### src/rtl/mem_arbiter.sv
// Serializes icache/dcache line bursts onto the single main-memory port.
// Define ARB_RR_EN for round-robin arbitration; default is fixed dcache priority.
module mem_arbiter #(
  parameter int unsigned LINE_WORDS = 4,
  parameter int unsigned ADDR_W     = 32
) (
  input  logic                          clk,
  input  logic                          reset,
  input  logic                          ic_req,
  input  logic [ADDR_W-1:0]             ic_addr,
  output logic [31:0]                   ic_rdata,
  output logic                          ic_rvalid,
  output logic [$clog2(LINE_WORDS)-1:0] ic_beat,
  output logic                          ic_done,
  input  logic                          dc_req,
  input  logic                          dc_we,
  input  logic [ADDR_W-1:0]             dc_addr,
  input  logic [31:0]                   dc_wdata,
  output logic [31:0]                   dc_rdata,
  output logic                          dc_rvalid,
  output logic [$clog2(LINE_WORDS)-1:0] dc_beat,
  output logic                          dc_done,
  output logic                          mem_req,
  output logic                          mem_we,
  output logic [ADDR_W-1:0]             mem_addr,
  output logic [31:0]                   mem_wdata,
  input  logic                          mem_ack,
  input  logic [31:0]                   mem_rdata,
  output logic                          busy
);

  localparam int unsigned BW = $clog2(LINE_WORDS);
  localparam logic [ADDR_W-1:0] LINE_MASK = ~ADDR_W'(LINE_WORDS * 4 - 1);
  localparam logic [BW-1:0] LAST_BEAT = BW'(LINE_WORDS - 1);

  typedef enum logic [1:0] {S_IDLE, S_BURST, S_DONE} state_t;
  typedef enum logic {OWN_I, OWN_D} owner_t;

  state_t            state_q;
  owner_t            owner_q;
  logic [BW-1:0]     beat_q;
  logic [ADDR_W-1:0] base_q;
  logic              we_q;
  logic              grant_dc;

`ifdef ARB_RR_EN
  owner_t last_q;

  // On a tie the requester that did not win last time is served.
  always_comb begin
    grant_dc = 1'b0;
    if (dc_req && (!ic_req || last_q == OWN_I))
      grant_dc = 1'b1;
  end
`else
  always_comb begin
    grant_dc = 1'b0;
    if (dc_req)
      grant_dc = 1'b1;
  end
`endif

  always_ff @(posedge clk or posedge reset) begin
    if (reset) begin
      state_q <= S_IDLE;
      owner_q <= OWN_I;
      beat_q  <= '0;
      base_q  <= '0;
      we_q    <= 1'b0;
`ifdef ARB_RR_EN
      last_q  <= OWN_I;
`endif
    end else begin
      case (state_q)
        S_IDLE: begin
          if (ic_req || dc_req) begin
            owner_q <= grant_dc ? OWN_D : OWN_I;
            base_q  <= (grant_dc ? dc_addr : ic_addr) & LINE_MASK;
            we_q    <= grant_dc & dc_we;
            beat_q  <= '0;
            state_q <= S_BURST;
`ifdef ARB_RR_EN
            last_q  <= grant_dc ? OWN_D : OWN_I;
`endif
          end
        end
        S_BURST: begin
          if (mem_ack) begin
            beat_q <= beat_q + BW'(1);
            if (beat_q == LAST_BEAT)
              state_q <= S_DONE;
          end
        end
        S_DONE:  state_q <= S_IDLE;
        default: state_q <= S_IDLE;
      endcase
    end
  end

  logic in_burst;
  logic own_d;

  assign in_burst  = (state_q == S_BURST);
  assign own_d     = (owner_q == OWN_D);

  assign mem_req   = in_burst;
  assign mem_we    = in_burst & we_q;
  assign mem_addr  = in_burst ? (base_q | ADDR_W'({beat_q, 2'b00})) : '0;
  assign mem_wdata = (in_burst && own_d && we_q) ? dc_wdata : '0;
  assign busy      = (state_q != S_IDLE);

  assign ic_rdata  = mem_rdata;
  assign dc_rdata  = mem_rdata;
  assign ic_rvalid = in_burst & mem_ack & !own_d & !we_q;
  assign dc_rvalid = in_burst & mem_ack & own_d & !we_q;
  assign ic_beat   = own_d ? '0 : beat_q;
  assign dc_beat   = own_d ? beat_q : '0;
  assign ic_done   = (state_q == S_DONE) & !own_d;
  assign dc_done   = (state_q == S_DONE) & own_d;

endmodule

### config.mk
export PLATFORM = sky130hd
export DESIGN_NAME = mem_arbiter
export DESIGN_NICKNAME = d
export VERILOG_FILES = /design/src/rtl/mem_arbiter.sv
export SDC_FILE = /design/constraint.sdc
export NUM_CORES = 1
export LEC_CHECK = 0
export CELL_PAD_IN_SITES_DETAIL_PLACEMENT = 1
export CELL_PAD_IN_SITES_GLOBAL_PLACEMENT = 1
export CORE_UTILIZATION = 22
export CTS_CLUSTER_DIAMETER = 120
export CTS_CLUSTER_SIZE = 30
export DETAILED_ROUTE_END_ITERATION = 10
export PLACE_DENSITY = 0.95
export SLEW_MARGIN = 20
export SYNTH_ARGS = -nofsm -noshare
export SYNTH_HDL_FRONTEND = slang
export SYNTH_SLANG_ARGS = --single-unit
### constraint.sdc
create_clock -name clk -period 2.4 [get_ports clk]
set_input_delay 0.24 -clock clk [delete_from_list [all_inputs] [get_ports clk]]
set_output_delay 0.24 -clock clk [all_outputs]
set_load 0.01 [all_outputs]
Word level (Yosys, flattened, before mapping)
Index checks and enable logic that the tools add are counted.

operators by class
  eq/ne operators = 6
  mux-type cells = 14
  reductions and logical operators = 11
  add/sub/neg operators = 1
  bitwise gates (word level) = 10

operator list
  cell                                                                      number
  32-bit 2-to-1 mux                                                         3
  32-bit by 4-bit OR with 32-bit output                                     1
  2-bit 2-to-1 mux                                                          7
  1-bit bitwise AND                                                         9
  2-bit case mux with 2 select lines                                        2
  3-bit AND reduction                                                       2
  2-bit == test (second input constant)                                     2
  2-bit inequality test (second input constant)                             2
  2-bit nonzero test                                                        2
  2-bit by 1-bit adder with 2-bit output (second input constant)            1
  2-bit by 1-bit == test with 1-bit output (second input constant)          1
  1-bit logical AND                                                         2
  1-bit zero test                                                           2
  2-bit zero test                                                           1
  1-bit 2-to-1 mux                                                          2
  2-bit by 1-bit inequality test with 1-bit output (second input constant)  1
  2-bit AND reduction                                                       1
  1-bit logical OR                                                          1

word-level totals
  bits of input ports = 134
  word-level logic and storage cells = 47
  register bits after elaboration = 34
  output and inout port bits = 139

Depth between registers and ports, before layout
Gate-level depths: netlist (run 1).

  word-level depth = 4
  depth in mapped cells = 5
  depth with buffers taken out = 4

Worst setup path after synthesis (run 1)
No wires, ideal clock.

  path kind = reg-to-reg
  from = reg state_q[1]
  to = reg base_q[10]
  data required time = 2.275 ns
  arrival = 1.331 ns
  cell stages (with the launch flop) = 6
  path slack = 0.944 ns
  buffers on the path = 2
  period minus slack after synthesis = 1.456 ns
  library setup time = 0.125 ns
  cell sequence = dfrtp_1 nor2_2 o21a_1 buf_6 buf_12 mux2_4

between the ends
  longest elaborated chain between the ends = 2

ends and longest elaborated chain
  element                        RTL line  source
  from (decl)                    39        state_t state_q;
  from (signal assigned)         65        state_q <= S_IDLE;
  from (signal assigned)         81        state_q <= S_BURST;
  from (signal assigned)         91        state_q <= S_DONE;
  2-bit zero test                74        case (state_q)
  2-bit AND reduction (no line)  --
  to (signal assigned)           78        base_q <= (grant_dc ? dc_addr : ic_addr) & LINE_MASK;
  to (decl)                      42        logic [ADDR_W-1:0] base_q;

No other way between the ends.
A chain may end at the register's enable or synchronous reset.

Worst setup path in the final report (run 1)
  from = reg state_q[0]
  to = out ic_rvalid

between the ends
  longest elaborated chain between the ends = 4

ends and longest elaborated chain
  element                                   RTL line  source
  2-bit by 1-bit == test with 1-bit output  103       assign in_burst = (state_q == S_BURST);
  1-bit bitwise AND (3 in series)           114       assign ic_rvalid = in_burst & mem_ack & !own_d & !we_q;
  to (decl)                                 12        output logic ic_rvalid,

No other way between the ends.

==> results of run 1 <==
state kept, by name (all words and copies together), names as in the netlist:
register,flops
base_q,28
beat_q,2
own_d,1
state_q,2
we_q,1
synthesized netlist by cell type (all sizes together):
cell type | n | share of area [%]
conb | 1 | 0.14
nor2b | 5 | 1.1
nand3b | 1 | 0.27
nor3 | 1 | 0.18
buf | 77 | 21
a32oi | 1 | 0.32
nor3b | 1 | 0.27
o21ai | 3 | 0.54
a22o | 1 | 0.32
nor4bb | 1 | 0.36
nand2 | 6 | 0.81
inv | 2 | 0.27
a32o | 1 | 0.36
and3b | 1 | 0.32
mux2 | 56 | 25
clkbuf | 3 | 0.41
ha | 1 | 0.45
and2 | 65 | 15
o21a | 1 | 0.27
nor2 | 1 | 0.23
and3 | 2 | 0.63
dfrtp | 34 | 31
and4b | 1 | 0.36
nand3 | 1 | 0.18
layer usage:
| layer | part of all wire, % | track usage [%] |
|---|---|---|
| met5 | 0 | 0 |
| met1 | 38 | 16.4 |
| met3 | 8.5 | 4.34 |
| met4 | 1.4 | 3.90 |
| met2 | 52 | 27.4 |
worst paths after layout:
| kind | from | slack [ns] | to |
|---|---|---|---|
| worst min-delay path | reset | 0.39 | base_q[12] |
| worst min register to register | base_q[7] | 0.50 | base_q[7] |
| max in group asynchronous | reset | 1.64 | state_q[0] |
| worst max register to register | state_q[1] | 0.73 | base_q[8] |
| worst max-delay path | state_q[0] | 0.16 | ic_rvalid |
| min in group clk | mem_rdata[18] | 0.48 | dc_rdata[18] |
worst max-delay path: stages, from the launching register on:
cell and delay, ns:
dfrtp_2 0.44, nor2b_4 0.23, buf_8 0.23, nor4bb_1 0.24, clkdlybuf4s50_1 0.58
cell families (layout without fill, tap and decap cells):
kind of cell | count (synthesis) | count (layout) | share of synthesized area [%]
simple gates | 86 | 87 | 19.4
buf+inv | 82 | 180 | 22.1
mux | 56 | 56 | 25.4
flops | 34 | 34 | 30.7
compound gates | 7 | 7 | 1.80
fa+ha+maj | 1 | 1 | 0.451
other cells | 1 | 2 | 0.135
power by group:
part	internal [µW]	switching (µW)	total, µW
sequential	860	215	1070
clock	623	245	869
combinational	1570	958	2530
total	3060	1420	4480
per-stage QoR:
step / std cells / utilization, %
final: 535 / 35.6
after global routing: 535 / 35.6
after CTS: 534 / 35.4
after detailed placement: 526 / 33.7
after global placement: 526 / 33.7
after floorplan: 268 / -
layout make-up:
type | count | area (µm²) | area share, %
timing repair buffer | 170 | 1720 | 39.8
multi-input combinational | 153 | 1330 | 30.8
sequential | 34 | 852 | 19.7
tap | 168 | 210 | 4.86
clock buffer | 6 | 139 | 3.21
clock inverter | 2 | 60.1 | 1.39
inverter | 2 | 7.51 | 0.174
timing repair:
item | 4_1_cts | 5_1_grt
cloned | 0 | 1
endpoints found under the setup margin | 2 | 32
hold buffers | 0 | 0
endpoints found under the hold margin | 0 | 0
gates resized for setup | 1 | 4
==> flow_metrics.tcl, run 1 <==
set metrics [dict create \
    post-place-ws_ns 0.266 \
    min_period_ns 2.24 \
    vias 2179 \
    rows 40 \
    antenna_found_initial 0 \
    clk_pin_slew_ns 0.05 \
    via_per_inst 4.07 \
    required_ns 2.16 \
    final_cell_mix "clkdlybuf4s50_1 (166), and2_1 (65), mux2_2 (36)" \
    irDropWorstVdd_mv 0.389 \
    power_density_mw_per_mm2 1030 \
    first_pass_iters 4 \
    cts_max_level 2 \
    gp_congestion 0.875 \
    arrival_ns 2.00 \
    power.leakage_uw 0.00174 \
    placedInstanceArea_mm2 0.00410 \
    wire_per_inst_um 18.8 \
    overflow 0 \
    synth_area_mm2 0.00277 \
    cts_tree "done" \
    io_buffers 166 \
    hold_violations 0 \
    die_w_um 114 \
    design_area_mm2 0.00433 \
    status "completed" \
    grt.total_usage_pct 14.8 \
    cts_buffer_depth 2 \
    cts-root-buf "clkbuf_16" \
    grt_pass1_vias 2501 \
    power_uw 4480 \
    drt_iter0_drc 65 \
    drv_slew 0 \
    drtAntennaViolNets 0 \
    drive_gt1_share_pct 20.2 \
    area_growth_pct 56.0 \
    syn_area_per_cell_um2 10.4 \
    holdWs_ns 0.389 \
    drc_errors 0 \
    clkLatencyLatePin_ns 0.28 \
    die_y_um 114 \
    max-cap-violations 0 \
    antenna_cells 0 \
    ys_ff_latch 34 \
    dieArea_mm2 0.0131 \
    finalSetupTns_ns 0 \
    ys_seq_area_share_pct 30.7 \
    layout_setup_ws_ns 0.163 \
    clock_sinks 34 \
    cp-end-kind "primary output" \
    fin_crit_sh_pct 93.2 \
    yosysUniqueCellTypes 29 \
    finalClockSkew_ns 0.00812 \
    final_net_count 501 \
    cts_setup_buffers 0 \
    fmax_ghz 0.447 \
    startpoint_type "register" \
    crit_type "reg2out" \
    io_pins 273 \
    core_mm2 0.0122 \
    rr_worst_depth 4 \
    setup_viol 0 \
    hold_class "in2async" \
    rsz0062_at_grt "false" \
    dpl.hpwl_um 7990 \
    yosysWarningCount 0 \
    final_common_cell "clkdlybuf4s50_1" \
    netlist_instances 267 \
    cts_made_buffers 5 \
    grt_pass1_wl_um 14500 \
    drt_wl_total_um 10100 \
    grt_max_degree 37 \
    cp_max_fo 36 \
    initial_core_util_pct 22.8 \
    final.fill_count 1356 \
]
(Power assumes the default switching activity.)
==> run 2: changes to the inputs <==
==> constraint.sdc (replaced) <==
create_clock -name clk -period 2.8 [get_ports clk]
set_input_delay 0.28 -clock clk [delete_from_list [all_inputs] [get_ports clk]]
set_output_delay 0.28 -clock clk [all_outputs]
set_load 0.01 [all_outputs]
==> run 2 against run 1 <==
Die area stayed put. Clock power is 35% lower. Sequential share of layout area is 0.44 points higher. Global-route usage is 0.48 points higher. Cell count is 0.19% lower. Critical endpoint unchanged. Highest routed layer unchanged.
==> flow_metrics.tcl, run 2 (synthesis gave the netlist of run 1 again) <==
set metrics [dict create \
    status "completed" \
    area_growth_pct 52.3 \
    crit_slowest_cell "clkdlybuf4s50_1" \
    cts_buffer_depth 2 \
    cts_max_level 2 \
    crit_type "reg2out" \
    top_register "base_q" \
    die_w_um 114 \
    critPathBufInv 2 \
    hold_class "in2async" \
    grt.total_usage_pct 15.3 \
    grt_pass1_wl_um 15000 \
    first_pass_iters 4 \
    fmax_ghz 0.416 \
    power.leakage_uw 0.00169 \
    drt_wl_total_um 10000 \
    critical_path_depth 4 \
    core_mm2 0.0122 \
    final_common_cell "clkdlybuf4s50_1" \
    grt_pass1_vias 2532 \
    layout_setup_ws_ns 0.397 \
    drive_gt1_share_pct 19.4 \
    drc_errors 0 \
    dpl.hpwl_um 8000 \
    drtAntennaViolNets 0 \
    drv_slew 0 \
    arrival_ns 2.12 \
    r2r_setup_slack_ns 0.91 \
    antenna_found_initial 0 \
    min_period_ns 2.40 \
    cp_top_family "buffers and inverters" \
    post-place-ws_ns 0.652 \
    required_ns 2.52 \
    holdBufCountCts 0 \
    fin_crit_sh_pct 85.8 \
    tightestPinTransition_ns 0.510 \
    clk_pin_slew_ns 0.06 \
    rr_worst_depth 4 \
    cts_made_buffers 5 \
    slowest_delay_ns 0.59 \
    final.fill_count 1378 \
    worstPathCellList "nor2b_2, buf_4, nor4bb_1, clkdlybuf4s50_1" \
    cts_resized 0 \
    r2r_start "state_q[1]" \
    final_net_count 500 \
    vias 2224 \
    cp_max_fo 36 \
    die_y_um 114 \
    gp_congestion 0.876 \
    overflow 0 \
    cp-end-kind "primary output" \
    wire_per_inst_um 18.8 \
    finalSetupTns_ns 0 \
    cts-root-buf "clkbuf_16" \
    cts_setup_buffers 0 \
    antenna_cells 0 \
    largest_reg_flops 28 \
    clock_sinks 34 \
    r2r_end "base_q[8]" \
    hold_violations 0 \
    final_cell_mix "clkdlybuf4s50_1 (166), and2_1 (65), mux2_2 (36)" \
    clkLatencyLatePin_ns 0.28 \
    startpoint_type "register" \
    io_buffers 166 \
    maxSlewHeadroom_pct 66.0 \
    rows 40 \
    irDropWorstVdd_mv 0.355 \
    max-cap-violations 0 \
    dieArea_mm2 0.0131 \
    io_pins 273 \
    rsz0062_at_grt "false" \
    reg_top3 "base_q (28), beat_q (2), state_q (2)" \
    setup_viol 0 \
    initial_core_util_pct 22.8 \
    cts_tree "done" \
    via_per_inst 4.16 \
    post-route-util_pct 34.7 \
    drt_iter0_drc 68 \
    finalClockSkew_ns 0.00539 \
    grt_max_degree 37 \
    power_density_mw_per_mm2 853 \
]
run 2: cell count changes in the layout (fill, tap and decap cells not counted):
cell	before	now
bufinv_16	2	0
nor2b_4	1	0
buf_8	1	0
buf_12	2	0
nor2b_2	0	1
clkinv_2	0	1
and3_4	2	1
buf_4	1	4
dfrtp_2	1	0
dfrtp_1	33	34
clkbuf_1	0	1
run 2: cell type report:
class / count / area, µm² / area share (%)
Timing Repair Buffer: 170 / 1690 / 40.0
Inverter: 2 / 7.51 / 0.178
Clock inverter: 1 / 5.00 / 0.118
Clock buffer: 7 / 143 / 3.38
Tap cell: 168 / 210 / 4.97
Sequential cell: 34 / 851 / 20.1
Multi-Input combinational cell: 152 / 1320 / 31.2
run 2: worst max path at each step:
stage                          start           end
final                     state_q[0]     ic_rvalid
after CTS                 state_q[0]     ic_rvalid
after global placement    state_q[0]     ic_rvalid
after detailed placement  state_q[0]     ic_rvalid
after global routing      state_q[0]     ic_rvalid
after floorplan           state_q[0]  mem_wdata[0]
run 2: power by group:
group	switching (µW)	internal (µW)	leakage, µW	total, µW
Clock	215	353	0.0000739	568
Sequential	175	736	0.000403	911
Combinational	813	1310	0.00121	2130
run 2: metrics by stage:
stage / area, µm² / instances / hold WS, ns / total power, µW
finish: 4230 / 534 / 0.423 / 3610
global route: 4230 / 534 / 0.469 / 3820
CTS: 4230 / 534 / 0.461 / 3660
detailed placement: 4080 / 526 / 0.488 / 3060
global placement: 4080 / 526 / 0.482 / 2980
floorplan: 2780 / 268 / 0.422 / 2080
run 2: layer usage:
metal / vias up / share of wire, % / routed length [µm] / global-route usage, %
li1: 996 / - / - / -
met5: - / 0 / 0 / 0
met4: 0 / 1.4 / 136 / 3.55
met3: 9 / 9.1 / 914 / 5.24
met1: 1069 / 38 / 3840 / 17.0
met2: 150 / 51 / 5130 / 27.8
run 2: tightest hold or removal path, cell delays in order:
cell and delay [ns]:
clkdlybuf4s50_1 0.41, inv_1 0.06, buf_4 0.40
